File: src/rtl/inertial_intf.sv
// Inertial sensor front end: power-up wait, one-time configuration writes, then a
// four-register burst read per data-ready interrupt, producing pitch rate and Z accel.
module inertial_intf #(
  parameter int INIT_W = 16
) (
  input  logic        clk,
  input  logic        rst_n,
  input  logic        INT,
  input  logic        done,
  input  logic [15:0] resp,
  output logic        wrt,
  output logic [15:0] cmd,
  output logic [15:0] ptch_rt,
  output logic [15:0] AZ,
  output logic        vld
);

  typedef enum logic [1:0] {
    PWR_WAIT,
    CFG,
    WAIT_INT,
    RD
  } state_t;

  state_t            state, nxt_state;
  logic [INIT_W-1:0] cnt;
  logic [1:0]        idx, nxt_idx;
  logic              int_ff1, int_ff2;
  logic              pend;
  logic              issue, acc;
  logic [7:0]        prl, prh, azl;

  // Only the low byte of the SPI response carries register data.
  logic unused_resp_hi;
  assign unused_resp_hi = ^resp[15:8];

  // Command table shared by the configuration and read sequences, selected by idx.
  function automatic logic [15:0] cmd_lut(input logic rd, input logic [1:0] i);
    logic [15:0] c;
    case (i)
      2'd0:    c = rd ? 16'hA200 : 16'h0D02;
      2'd1:    c = rd ? 16'hA300 : 16'h1053;
      2'd2:    c = rd ? 16'hAC00 : 16'h1150;
      default: c = rd ? 16'hAD00 : 16'h1460;
    endcase
    return c;
  endfunction

  always_comb begin
    // NOTE: every output of this block gets a default first so no path infers a latch.
    nxt_state = state;
    nxt_idx   = idx;
    issue     = 1'b0;
    // A done only counts when it answers a wrt this FSM actually issued.
    acc       = done && pend && ((state == CFG) || (state == RD));
    case (state)
      PWR_WAIT: begin
        if (&cnt) begin
          nxt_state = CFG;
          issue     = 1'b1;
        end
      end
      CFG, RD: begin
        if (acc) begin
          nxt_idx = idx + 2'd1;
          if (idx == 2'd3) nxt_state = WAIT_INT;
          else             issue     = 1'b1;
        end
      end
      WAIT_INT: begin
        if (int_ff2) begin
          nxt_state = RD;
          issue     = 1'b1;
        end
      end
      default: nxt_state = PWR_WAIT;
    endcase
  end

  always_ff @(posedge clk) begin
    // NOTE: every register here, including the byte capture registers, is reset so a
    // mid-transaction reset leaves no stale data that could leak into ptch_rt/AZ.
    if (!rst_n) begin
      state   <= PWR_WAIT;
      cnt     <= '0;
      idx     <= 2'd0;
      int_ff1 <= 1'b0;
      int_ff2 <= 1'b0;
      pend    <= 1'b0;
      wrt     <= 1'b0;
      cmd     <= 16'h0000;
      vld     <= 1'b0;
      prl     <= 8'h00;
      prh     <= 8'h00;
      azl     <= 8'h00;
      ptch_rt <= 16'h0000;
      AZ      <= 16'h0000;
    end else begin
      // NOTE: non-blocking assignments so every register samples pre-edge values.
      state   <= nxt_state;
      idx     <= nxt_idx;
      int_ff1 <= INT;
      int_ff2 <= int_ff1;
      wrt     <= issue;
      vld     <= 1'b0;
      if (state == PWR_WAIT) cnt <= cnt + {{(INIT_W-1){1'b0}}, 1'b1};
      if (issue) begin
        cmd  <= cmd_lut(nxt_state == RD, nxt_idx);
        pend <= 1'b1;
      end else if (acc) begin
        pend <= 1'b0;
      end
      // Outputs update only on the final byte, so a broken burst never disturbs them.
      if (acc && (state == RD)) begin
        case (idx)
          2'd0: prl <= resp[7:0];
          2'd1: prh <= resp[7:0];
          2'd2: azl <= resp[7:0];
          default: begin
            ptch_rt <= {prh, prl};
            AZ      <= {resp[7:0], azl};
            vld     <= 1'b1;
          end
        endcase
      end
    end
  end

endmodule

File: config.mk
export PLATFORM = sky130hd
export DESIGN_NAME = inertial_intf
export DESIGN_NICKNAME = d
export VERILOG_FILES = /design/src/rtl/inertial_intf.sv
export SDC_FILE = /design/constraint.sdc
export NUM_CORES = 1
export LEC_CHECK = 0
export ABC_AREA = 1
export ABC_CLOCK_PERIOD_IN_PS = 1670
export BUFFER_PORTS_ARGS = -buffer_cell sky130_fd_sc_hd__buf_4
export CAP_MARGIN = 40
export CORE_MARGIN = 4
export CORE_UTILIZATION = 45
export CTS_BUF_LIST = sky130_fd_sc_hd__clkbuf_8
export CTS_CLUSTER_DIAMETER = 40
export DETAILED_ROUTE_END_ITERATION = 12
export PLACE_DENSITY_LB_ADDON = 0.1
export SLEW_MARGIN = 40
export SYNTH_ARGS = -nofsm -noshare
export SYNTH_HDL_FRONTEND = slang
export SYNTH_SLANG_ARGS = --single-unit
File: constraint.sdc
create_clock -name clk -period 1.67 [get_ports clk]
set_input_delay 0.167 -clock clk [delete_from_list [all_inputs] [get_ports clk]]
set_output_delay 0.167 -clock clk [all_outputs]
set_load 0.02 [all_outputs]
==> impl_metrics.csv <==
group,metric,value,unit
floorplan,io_pins,70,
pwr,combPwrFrac,0.029,
cts,cts_inserted_buffers,9,
cts,cts_tree,"yes",
floorplan,start_util,0.463,
route,drt-initial-drc-count,155,
setup_path,crit_slowest_cell,"dfxtp_1",
timing,clock.fmax,0.646,GHz
pwr,seqPwrFrac,0.569,
pwr,peakVddDrop,396,uV
placement,numPortBuffers,57,
route,route.detailed.drc,0,
timing,worst_hold_slack,0.0750,ns
yosys,synth.top_cells.by_area,"dfxtp_1 (51%), nor2_1 (14%), o21ai_0 (9.2%), nand2_1 (4.5%), inv_1 (3.2%)",
route,via_count,2977,
job,cap_violations,0,
timing,fin_crit_sh,0.926,
setup_path,crit_path_max_fanout,5,
global_route,antenna_found_initial,0,
timing,finalSetupViolCount,0,
pwr,switching_share,0.228,
setup_path,cp-end-kind,"flip-flop",
floorplan,die_x,97.4,um
route,top_layer,"met4",
pwr,p_clk_frac,0.402,
cts,clk_latency,0.36,ns
route,dr.pass1.iters,4,
yosys,ys.warnings.count,0,
route,wl_met1,3.84,mm
cts,h-tree-depth,3,
floorplan,die-height,97.4,um
yosys,synth_top_area_share,0.506,
floorplan,core_area,7770,um^2
timing,worstMarginPinSlew,0.679,ns
floorplan,row_count,32,
yosys,ys_ff_latch,91,
global_route,overflow,0,
layout,syn_to_final_growth,21.4,%
timing,period_minus_slack,1.55,ns
timing,fin_tns_setup,0,ns
placement,dp.cells,615,
layout,num_antenna_cells,0,
setup_path,path_class,"reg -> reg",
min_path,hold_path.class,"in -> reg",
layout,drive_gt1_frac,0.211,
setup_path,crit_chain,"inv_1 -> nand2_2 -> nor2_1 -> nand2_1 -> nor2_4 -> nand4_1 -> clkinv_1 -> nand3_1 -> a21oi_1",
setup_path,required,1.95,ns
yosys,synth.most_common_cell,"nor2_1",
outcome,status,"finished, final reports clean",
yosys,ys_seq_area_frac,0.506,
global_route,grt_pass1_wl,12.8,mm
cts,cts.sinks,91,
setup_path,cp.arrival,1.83,ns
floorplan,die_area,9490,um^2
cts,cts.clk_slew.worst_paths,0.09,ns
global_route,grt_pass1_vias,2799,
route,route.met2.wl,3.36,mm
pwr,p_leak,1.97,nW
setup_path,worst_setup_path_start_kind,"flip-flop",
yosys,ys_types,33,
pwr,powerDensity,878,nW/um^2
cts,cts_max_path_buffers,2,
setup_path,path_buf_inv,2,
setup_path,path_delay_family,"simple AND/OR/NAND/NOR gates",
layout,fin_cells,632,
global_route,grt_max_degree,74,
global_route,grt_usage,0.160,
cts,clockRootBuffer,"clkbuf_8",
route,via_per_inst,4.71,
yosys,synth_largest_area_cell,"dfxtp_1",
yosys,synth_edf_count,0,
placement,hpwl,5.05,mm
route,wl_per_cell,12.0,um
timing,grt_setup_unrepaired,"true",
timing,slew-limit-headroom,0.545,
yosys,avgSynthCellArea,7.71,um^2
route,drtAntennaViolNets,0,
yosys,ys_async_sr_fraction,0,
timing,slew_viol_final,0,
pwr,power,3.84,mW
route,wirelength,7.59,mm
route,wl_met3,286,um
cts,post_cts_buffers,0,
pwr,p_switching,876,uW
yosys,synth_area,3600,um^2
yosys,synthTopCellsByCount,"nor2_1 (133), dfxtp_1 (91), o21ai_0 (66), nand2_1 (43), inv_1 (31)",
yosys,synthFlopType,"dfxtp_1",
pwr,p_int,2.96,mW
timing,skew,0.0122,ns
setup_path,max_stage_delay,0.35,ns
placement,gp_congestion,0.766,
timing,hold_violations,0,
yosys,synthCells,467,
layout,final_net_count,550,
routing by layer:
metal	vias to the layer above	GRT usage
met4	0	0.0628
met1	1320	0.218
met3	9	0.0395
met5	-	0
met2	53	0.245
li1	1595	-
per-stage QoR:
step                      cell area [um^2]  worst slack [ns]  utilization
final                                 4370             0.123        0.563
after global routing                  4370           -0.0169        0.563
after CTS                             4330            0.0352        0.557
after detailed placement              4110           0.00194        0.529
after global placement                4110            0.0468        0.529
after floorplan                       3610             0.155            -
cell type report:
cell class | count | area (um^2)
inverters | 37 | 141
repair buffers | 66 | 502
well taps | 102 | 128
clock inverters | 6 | 71.3
fillers | 779 | 3400
clock buffers | 10 | 138
multi-input cells | 320 | 1560
flip-flops and latches | 91 | 1830
registers in the layout (all words and copies together), names as in the netlist:
name	count
ptch_rt	16
cnt	16
state	2
pend	1
int_ff1	1
cmd	10
int_ff2	1
AZ	16
wrt	1
prh	8
prl	8
azl	8
vld	1
idx	2
cell usage in the layout, fill, tap and decap left out, drive strengths merged, types with 2 or more instances in the layout:
cell and n:
nand2 47, o21ai 68, nand3b 2, clkinvlp 2, nor3 5, inv 37
dfxtp 91, clkbuf 10, buf 65, a21oi 23, clkinv 3, nor2 139
nand3 19, ha 5, conb 4, xor2 2, nand4 2
logic make-up (layout without fill, tap and decap cells):
group / Yosys count / count (layout) / share of synthesized area
and+or+nand+nor: 215 / 215 / 0.263
adders and majority gates: 5 / 5 / 0.0174
xor gates and xnor gates: 2 / 2 / 0.00487
other: 1 / 4 / 0.00104
buffers and inverters: 59 / 119 / 0.0720
DFF: 91 / 91 / 0.506
AOI/OAI and AO/OA: 94 / 94 / 0.136
worst reg2reg max path, stage by stage, from the launching register on:
cell      delay (ns)
dfxtp_1         0.35
inv_1           0.17
nand2_2         0.12
nor2_1          0.14
nand2_1         0.13
nor2_4          0.15
nand4_1         0.15
clkinv_1        0.07
nand3_1         0.06
a21oi_1         0.13
power by group through the flow:
stage | Clock, mW | Sequential, mW | Combinational [mW]
final | 1.54 | 2.18 | 0.110
after global routing | 1.68 | 2.18 | 0.122
after CTS | 1.59 | 2.18 | 0.109
after detailed placement | 0 | 2.23 | 0.107
after global placement | 0 | 2.23 | 0.107
after floorplan | 0 | 2.23 | 0.0702
worst paths after layout:
| check | slack [ns] | start | cells past startpoint | end |
|---|---|---|---|---|
| setup reg to reg | 0.12 | state[1] | 9 | cnt[13] |
| hold / removal | 0.08 | resp[7] | 3 | AZ[15] |
| hold reg to reg | 0.43 | int_ff1 | 2 | int_ff2 |
| setup / recovery | 0.12 | state[1] | 9 | cnt[13] |
what timing repair did:
item                                    4_1_cts  5_1_grt
hold buffers                                  1        0
endpoints found under the setup margin        1       61
hold endpoints to repair                      1        0
gates resized for setup                       1       15
Power figures use the tool's default switching activity.
